**src/rtl/tm_ret_vc_allocator.sv**
```systemverilog
// Return-VC allocator: binds {vc,dest} keys to return VCs, tracks per-VC credits, records issue order.
// Optional checks: define TM_RET_VC_ALLOC_CHECK_EN to enable the sticky err flag (tied to 0 otherwise).
module tm_ret_vc_allocator #(
  parameter int NUM_VC           = 4,
  parameter int VC_ADDRESS_WIDTH = 2,
  parameter int ADDRESS_WIDTH    = 4,
  parameter int NUM_CREDITS      = 32,
  parameter int ORDER_DEPTH      = 64,
  localparam int CW = $clog2(NUM_CREDITS + 1),
  localparam int KW = ADDRESS_WIDTH + VC_ADDRESS_WIDTH,
  localparam int OW = $clog2(ORDER_DEPTH)
) (
  input  logic                        clk,
  input  logic                        rst,
  input  logic                        req_valid,
  input  logic [KW-1:0]               req_key,
  input  logic                        noc_ready,
  output logic                        req_grant,
  output logic [VC_ADDRESS_WIDTH-1:0] req_ret_vc,
  input  logic [NUM_VC-1:0]           reply_valid,
  output logic [NUM_VC-1:0]           vc_busy,
  output logic                        ord_valid,
  output logic [VC_ADDRESS_WIDTH-1:0] ord_vc,
  input  logic                        ord_pop,
  output logic                        err
);

  logic [NUM_VC-1:0]           bound_q;
  logic [NUM_VC-1:0]           bound_d;
  logic [KW-1:0]               key_q   [NUM_VC];
  logic [KW-1:0]               key_d   [NUM_VC];
  logic [CW-1:0]               count_q [NUM_VC];
  logic [CW-1:0]               count_d [NUM_VC];

  logic [VC_ADDRESS_WIDTH-1:0] ord_mem_q [ORDER_DEPTH];
  logic [OW:0]                 wr_ptr_q;
  logic [OW:0]                 wr_ptr_d;
  logic [OW:0]                 rd_ptr_q;
  logic [OW:0]                 rd_ptr_d;

  logic                        hit_s;
  logic [VC_ADDRESS_WIDTH-1:0] hit_vc_s;
  logic                        free_s;
  logic [VC_ADDRESS_WIDTH-1:0] free_vc_s;
  logic [VC_ADDRESS_WIDTH-1:0] cand_vc_s;
  logic                        eligible_s;
  logic                        fifo_empty_s;
  logic                        fifo_full_s;
  logic                        grant_s;
  logic                        pop_s;

  assign fifo_empty_s = (wr_ptr_q == rd_ptr_q);
  assign fifo_full_s  = (wr_ptr_q[OW] != rd_ptr_q[OW]) &&
                        (wr_ptr_q[OW-1:0] == rd_ptr_q[OW-1:0]);

  // Key lookup and free-VC search on registered state; descending scan leaves the lowest index.
  always_comb begin
    hit_s     = 1'b0;
    hit_vc_s  = '0;
    free_s    = 1'b0;
    free_vc_s = '0;
    for (int i = NUM_VC - 1; i >= 0; i--) begin
      hit_s     = (bound_q[i] && (key_q[i] == req_key)) ? 1'b1 : hit_s;
      hit_vc_s  = (bound_q[i] && (key_q[i] == req_key)) ? VC_ADDRESS_WIDTH'(i) : hit_vc_s;
      free_s    = (!bound_q[i]) ? 1'b1 : free_s;
      free_vc_s = (!bound_q[i]) ? VC_ADDRESS_WIDTH'(i) : free_vc_s;
    end
  end

  // Candidate selection and send-handshake gating; nothing is accepted while in reset.
  always_comb begin
    cand_vc_s  = hit_s ? hit_vc_s : free_vc_s;
    eligible_s = hit_s ? (count_q[hit_vc_s] < CW'(NUM_CREDITS)) : free_s;
    grant_s    = !rst && req_valid && noc_ready && eligible_s && !fifo_full_s;
    pop_s      = ord_pop && !fifo_empty_s;
  end

  assign req_grant  = grant_s;
  assign req_ret_vc = cand_vc_s;

  // Per-VC credit accounting; a reply on an idle VC is dropped so the count saturates at zero.
  always_comb begin
    for (int i = 0; i < NUM_VC; i++) begin
      count_d[i] = count_q[i]
                 + CW'(grant_s && (cand_vc_s == VC_ADDRESS_WIDTH'(i)))
                 - CW'(reply_valid[i] && (count_q[i] != '0));
      bound_d[i] = (count_d[i] != '0);
      key_d[i]   = (grant_s && (cand_vc_s == VC_ADDRESS_WIDTH'(i))) ? req_key : key_q[i];
    end
  end

  // Binding and credit state registers.
  always_ff @(posedge clk or posedge rst) begin
    if (rst) begin
      bound_q <= '0;
      for (int i = 0; i < NUM_VC; i++) begin
        key_q[i]   <= '0;
        count_q[i] <= '0;
      end
    end else begin
      bound_q <= bound_d;
      for (int i = 0; i < NUM_VC; i++) begin
        key_q[i]   <= key_d[i];
        count_q[i] <= count_d[i];
      end
    end
  end

  // Order FIFO pointer update; full is judged before any same-cycle pop.
  always_comb begin
    wr_ptr_d = grant_s ? (wr_ptr_q + (OW + 1)'(1)) : wr_ptr_q;
    rd_ptr_d = pop_s   ? (rd_ptr_q + (OW + 1)'(1)) : rd_ptr_q;
  end

  // Order FIFO pointers.
  always_ff @(posedge clk or posedge rst) begin
    if (rst) begin
      wr_ptr_q <= '0;
      rd_ptr_q <= '0;
    end else begin
      wr_ptr_q <= wr_ptr_d;
      rd_ptr_q <= rd_ptr_d;
    end
  end

  // Order FIFO storage; contents are only observed behind ord_valid.
  always_ff @(posedge clk) begin
    if (grant_s) begin
      ord_mem_q[wr_ptr_q[OW-1:0]] <= cand_vc_s;
    end else begin
      ord_mem_q[wr_ptr_q[OW-1:0]] <= ord_mem_q[wr_ptr_q[OW-1:0]];
    end
  end

  assign vc_busy   = bound_q;
  assign ord_valid = !fifo_empty_s;
  assign ord_vc    = fifo_empty_s ? '0 : ord_mem_q[rd_ptr_q[OW-1:0]];

`ifdef TM_RET_VC_ALLOC_CHECK_EN
  logic [NUM_VC-1:0] underflow_s;
  logic              err_event_s;
  logic              err_q;
  logic              err_d;

  // Protocol error detection: reply on an idle VC, pop of an empty FIFO, reply with no order entry.
  always_comb begin
    for (int i = 0; i < NUM_VC; i++) begin
      underflow_s[i] = reply_valid[i] && (count_q[i] == '0);
    end
    err_event_s = (|underflow_s) || (ord_pop && fifo_empty_s) || ((|reply_valid) && fifo_empty_s);
    err_d       = err_q || err_event_s;
  end

  // Sticky error flag, cleared only by reset.
  always_ff @(posedge clk or posedge rst) begin
    if (rst) begin
      err_q <= 1'b0;
    end else begin
      err_q <= err_d;
    end
  end

  assign err = err_q;

`ifndef SYNTHESIS
  // Simulation report for each detected protocol error.
  always @(posedge clk) begin
    if (!rst && (|underflow_s)) $error("tm_ret_vc_allocator: reply on idle VC %b", underflow_s);
    if (!rst && ord_pop && fifo_empty_s) $error("tm_ret_vc_allocator: pop of empty order FIFO");
    if (!rst && (|reply_valid) && fifo_empty_s) $error("tm_ret_vc_allocator: reply with empty order FIFO");
  end
`endif
`else
  assign err = 1'b0;
`endif

endmodule

```
**config.mk**
```make
export PLATFORM = sky130hd
export DESIGN_NAME = tm_ret_vc_allocator
export DESIGN_NICKNAME = d
export VERILOG_FILES = /design/src/rtl/tm_ret_vc_allocator.sv
export SDC_FILE = /design/constraint.sdc
export NUM_CORES = 1
export LEC_CHECK = 0
export BUFFER_PORTS_ARGS = -buffer_cell sky130_fd_sc_hd__buf_2
export CORE_UTILIZATION = 45
export DETAILED_ROUTE_END_ITERATION = 7
export HOLD_SLACK_MARGIN = 0.02
export PLACE_DENSITY = 0.72
export SYNTH_ARGS = -nofsm -noshare
export SYNTH_HDL_FRONTEND = slang
export SYNTH_SLANG_ARGS = --single-unit
```
**constraint.sdc**
```tcl
create_clock -name clk -period 4.4 [get_ports clk]
set_clock_uncertainty 0.15 [all_clocks]
set_input_delay 0.22 -clock clk [delete_from_list [all_inputs] [get_ports clk]]
set_output_delay 0.22 -clock clk [all_outputs]
set_load 0.02 [all_outputs]
```
==> results of run 1 <==
[synthesized netlist by cell type, types with 5 or more instances]
cell type	number	area share (%)
mux2_4	12	2.0
xor2_1	38	3.6
o21bai_1	5	0.41
dfrtp_1	66	18
ha_1	34	4.6
mux4_2	32	7.8
clkbuf_1	7	0.29
nor2_1	80	3.3
mux2_2	13	1.6
edfxtp_1	128	42
a21oi_1	21	1.1
buf_1	5	0.20
buf_2	14	0.76
nand3_1	6	0.33
a22oi_1	16	1.3
nand2_1	21	0.86
xnor2_1	21	2.0
inv_1	41	1.7
[metrics by stage]
stage | instances | setup TNS [ns] | instance area, sq um | power [uW]
floorplan | 642 | 0 | 9180 | 4390
global placement | 920 | 0 | 9630 | 4910
detailed placement | 920 | 0 | 9630 | 5040
CTS | 961 | 0 | 10300 | 6530
global route | 967 | -0.00816 | 10400 | 6930
finish | 967 | 0 | 10400 | 6550
[layout make-up]
cell class / count / area share, %
sequential: 194 / 52.9
multi-input combinational: 373 / 32.8
timing repair buffer: 62 / 4.16
clock buffer: 18 / 4.13
tap: 265 / 3.19
inverter: 41 / 1.48
clock inverter: 14 / 1.38
[kinds of logic after synthesis]
group,count (synthesis),share of synthesized area [%]
buffers and inverters,75,3.75
AO/OA/AOI/OAI,66,5.31
flip-flops,194,59.9
AND/OR/NAND/NOR,151,8.38
XOR/XNOR,59,5.63
other,1,0.0408
adder cells (fa/ha/maj),38,5.51
multiplexers,58,11.5
[sequential cells by signal, indices dropped and copies added, names as in the netlist]
register	count
wr_ptr_q	7
ord_mem_q	128
count_q	24
key_q	24
rd_ptr_q	7
vc_busy	4
[power by group]
part | internal (uW) | leakage [uW] | total, uW | switching (uW)
clock | 753 | 0.000269 | 1490 | 736
combinational | 1050 | 0.00180 | 2510 | 1470
sequential | 2380 | 0.00201 | 2550 | 168
total | 4180 | 0.00407 | 6550 | 2370
[routing by layer]
metal  GRT usage [%]  vias up  wire length (um)
met5               0        -                 0
met4            6.43        0               282
met3            4.64       24              1000
met2            32.5      143              9680
met1            24.8     2722              7860
li1                -     2436                 -
[worst paths after layout]
| check | to | slack, ns |
|---|---|---|
| max | vc_busy[2] | 0.19 |
| min | key_q[20] | 0.03 |
| max reg2reg | vc_busy[2] | 0.30 |
| min reg2reg | wr_ptr_q[6] | 0.34 |
| max in group asynchronous | wr_ptr_q[3] | 2.95 |
| min in group asynchronous | rd_ptr_q[2] | 0.21 |
[repair_timing]
action	4_1_cts	5_1_grt
setup endpoints to repair	0	3
gates resized for setup	0	16
endpoints found under the hold margin	36	0
buffers inserted	0	6
hold buffers	9	0
==> flow_summary.toml, run 1 <==
[worst_setup_path]
path_depth = 20
critPathMaxFanout = 8
cp-start-kind = "input port"
cp.arrival_ns = 4.38
critPathLaunch = "req_key[0]"
crit_chain = "dlygate4sd3_1, clkbuf_4, xor2_1, nor4_4, buf_4, a211o_1, o211a_1, o211a_4, and3_4, inv_1, ha_1, inv_1, ha_1, fa_2, a21oi_2, nor2_1, nor2_1, xnor2_1, or4_1, or3_1"
critical_path_buf_inv_count = 5
r2r_start = "key_q[15]"
r2r.worst_path.cells = 17
required_ns = 4.56
crit_type = "input port to register"
crit_family = "simple AND/OR/NAND/NOR gates"
cp_slowest_stage_delay_ns = 0.53
cpMaxStageDelayCell = "dlygate4sd3_1"
endpoint_kind = "register"

[clocking]
clockRootBuffer = "clkbuf_16"
cts_made_buffers = 17
insertion_delay_ns = 0.43
tritoncts = "built"
clk_pin_slew_ns = 0.07
cts.sinks = 194
htree_num_levels = 4
cts_buffer_depth = 2

[floorplanning]
dieWidth_um = 145
start_util_pct = 46.6
coreArea_sq_um = 19700
die_area_sq_um = 21000
die_h_um = 145
row_count = 51
ioPinCount = 26

[power_and_ir_drop]
power_density_nw_per_um2 = 630
p_leak_uw = 0.00407
ir_drop_uv = 381

[final_layout]
mostFrequentLayoutCell = "edfxtp_1"
n_antenna_cell = 0
drive_above_1_share_pct = 23.9
final_nets = 742
register_area_sq_um = 5500
fin_util_pct = 52.7
final_cell_mix = "128 x edfxtp_1, 79 x nor2_1, 65 x dfrtp_1"
area_growth_pct = 13.2
multi_input_area_sq_um = 3410
fill_cells = 1592

[timing]
fin_ws_ns = 0.186
max_freq_mhz = 237
whs_ns = 0.0324
period_needed_ns = 4.21
relSlewSlack_pct = 39.8
fin_crit_sh_pct = 95.8
finalMaxSlewViolations = 0
final_hold_viol_count = 0
finalSetupViolations = 0
tightest_slew_ns = 0.903

[synthesis]
synth-seq-cells = 194
async_reset_ff_share_pct = 34.0
yosys_warnings = 0
syn_inst = 642
postSynthAreaPerCell_sq_um = 14.3
ys_types = 58
syn_nets = 695
synth_seq_area_share_pct = 59.9
syn_area_sq_um = 9180
synth-edff-count = 128
ys.flop_type = "edfxtp_1"

[placed_design]
gp_congestion = 0.856
numPortBuffers = 24
pre_cts_ws_ns = 0.103
hpwlAfterDp_mm = 12.3

[routing]
wl_per_cell_um = 19.5
dr_total_vias = 5325
wl_mm = 18.8
ant_nets = 0
via_per_inst = 5.51
first_iter_violations = 377
drc = 0
dr.pass1.iters = 5

[global_route]
track_usage_pct = 19.4
antenna_found_initial = 0
grt-ovfl-total = 0
grt_pass1_vias = 5641
grt_max_degree = 47
grt_pass1_wl_mm = 29.6

[min_path]
hp-class = "input port to register"
hold_depth = 2
hp-start = "req_key[2]"

[status]
outcome = "completed"

[run]
maxCapViolations = 0
Power figures use the tool's default switching activity.
==> run 2: changes to the inputs <==
--- a/config.mk
+++ b/config.mk
@@ -5,7 +5,8 @@
 export SDC_FILE = /design/constraint.sdc
 export NUM_CORES = 1
 export LEC_CHECK = 0
-export BUFFER_PORTS_ARGS = -buffer_cell sky130_fd_sc_hd__buf_2
+export BUFFER_PORTS_ARGS = -buffer_cell sky130_fd_sc_hd__clkbuf_2
+export CORE_ASPECT_RATIO = 0.9
 export CORE_UTILIZATION = 45
 export DETAILED_ROUTE_END_ITERATION = 7
 export HOLD_SLACK_MARGIN = 0.02
==> run 2 against run 1 <==
Sequential power hardly changed. Via count is 0.45% lower. Die area hardly changed. Global-route usage is 0.98 points lower. Worst hold slack better by 0.011 ns. Routed wire length is 3.5% lower. Combinational power is 2% lower. Maximum frequency is 0.49% higher. Critical path depth is 3 lower.
==> flow_summary.toml, run 2 (synthesis gave the netlist of run 1 again) <==
[placed_design]
dp_cells = 908
gp_congestion = 0.824
hpwlAfterDp_mm = 12.0
numPortBuffers = 24

[final_layout]
area_growth_pct = 11.7
final_nets = 730
final_cells = 945
fin_util_pct = 51.3
mostFrequentLayoutCell = "edfxtp_1"
fill_cells = 1663
n_antenna_cell = 0
final_cell_mix = "128 x edfxtp_1, 79 x nor2_1, 65 x dfrtp_1"
largest_reg_flops = 128
drive_above_1_share_pct = 22.5

[power_and_ir_drop]
swShare_pct = 34.9
power_frac_seq_pct = 39.0
switchingPower_uw = 2290
ir_drop_uv = 427
p_leak_uw = 0.00404
pwr-share-clk_pct = 23.4
power_density_nw_per_um2 = 638
p_int_uw = 4260
combPwrFrac_pct = 37.6

[timing]
fin_tns_setup_ns = 0
finalMaxSlewViolations = 0
finalSetupViolations = 0
period_needed_ns = 4.19
tightest_slew_ns = 0.893
final_hold_viol_count = 0
relSlewSlack_pct = 40.2
whs_ns = 0.0436
max_freq_mhz = 238
fin_crit_sh_pct = 95.3

[global_route]
grt_max_degree = 45
grt_pass1_vias = 5496
grtUsageMet2_pct = 31.3
grtUsageMet1_pct = 23.8
grt-ovfl-total = 0
antenna_found_initial = 0
track_usage_pct = 18.4
grt_pass1_wl_mm = 29.0
gr-max-usage-layer = "met2"
groute.layer.met3.usage_pct = 3.96

[min_path]
hp-class = "input port to register"
hold_depth = 2

[routing]
drc = 0
dr.pass1.iters = 7
wl_per_cell_um = 19.2
first_iter_violations = 406
via_per_inst = 5.61
ant_nets = 0
dr_total_vias = 5301
wl_mm = 18.2

[floorplanning]
start_util_pct = 45.9
coreArea_sq_um = 20000
ioPinCount = 26
die_h_um = 138
dieWidth_um = 153
row_count = 49
die_area_sq_um = 21000

[worst_setup_path]
cp_slowest_stage_delay_ns = 0.68
critical_path_buf_inv_count = 3
cpMaxStageDelayCell = "or4b_2"
endpoint_kind = "register"
path_depth = 17
crit_top_cell = "inv_1"
critPathMaxFanout = 7
crit_family = "simple AND/OR/NAND/NOR gates"
crit_type = "register to register"
crit_chain = "xor2_1, nor4_2, nand4_2, o221ai_2, o211a_4, o211ai_4, ha_1, inv_1, ha_1, inv_1, fa_1, inv_1, a21oi_1, nor2_1, nor2_1, xnor2_1, or4b_2"
r2r.worst_path.cells = 17
cp.arrival_ns = 4.32
cp-start-kind = "register"
required_ns = 4.53

[clocking]
cts.sinks = 194
htree_num_levels = 4
clockRootBuffer = "clkbuf_16"
tritoncts = "built"
clk_pin_slew_ns = 0.07
insertion_delay_ns = 0.43
cts_made_buffers = 17
cts_buffer_depth = 2

[run]
maxCapViolations = 0

[status]
outcome = "completed"
-- run 2: area by class of cell --
class                      count  area [sq um]  area share, %
sequential                   194          5500           53.6
clock inverter                13           150           1.46
timing repair buffer          50           320           3.12
tap                          255           319           3.11
inverter                      41           154           1.50
multi-input combinational    373          3380           33.0
clock buffer                  19           433           4.22
-- run 2: path summary, 6_finish.rpt --
path                             start           to  slack [ns]
min reg2reg                rd_ptr_q[6]  rd_ptr_q[6]        0.34
max in group asynchronous          rst  rd_ptr_q[0]        2.86
min in group asynchronous          rst    key_q[12]        0.28
min                         req_key[3]     key_q[3]        0.04
max                           key_q[7]   vc_busy[1]        0.21
max reg2reg                   key_q[7]   vc_busy[1]        0.21
-- run 2: routing by layer --
layer / up-vias / wire length [um]
met2: 175 / 9020
met5: - / 0
met3: 25 / 1210
met1: 2690 / 7680
met4: 0 / 258
li1: 2411 / -
-- run 2: per-stage QoR --
stage | cell area, sq um | worst slack [ns] | power [uW]
final | 10300 | 0.207 | 6550
after global routing | 10300 | -0.00788 | 6940
after CTS | 10200 | 0.0678 | 6560
after detailed placement | 9600 | 0.0441 | 5030
after global placement | 9600 | 0.178 | 4890
after floorplan | 9180 | 0.308 | 4390
-- run 2: repair_timing --
item	CTS	global route
buffers inserted	0	3
resized for setup	0	6
hold buffers	2	0
setup endpoints to repair	0	4
endpoints found under the hold margin	27	0
-- run 2: power by group through the flow --
stage | combinational, uW | sequential (uW) | clock [uW]
after floorplan | 1840 | 2550 | 0
after detailed placement | 2450 | 2580 | 0
after CTS | 2460 | 2550 | 1550
after global placement | 2320 | 2570 | 0
after global routing | 2740 | 2580 | 1630
final | 2460 | 2550 | 1530
-- run 2: worst reg2reg max path: stages, from the launching register on --
cell and delay, ns:
dfrtp_1 0.41, xor2_1 0.16, nor4_2 0.34, nand4_2 0.25, o221ai_2 0.25, o211a_4 0.26
o211ai_4 0.16, ha_1 0.31, inv_1 0.06, ha_1 0.16, inv_1 0.05, fa_1 0.40
inv_1 0.07, a21oi_1 0.06, nor2_1 0.08, nor2_1 0.05, xnor2_1 0.13, or4b_2 0.68
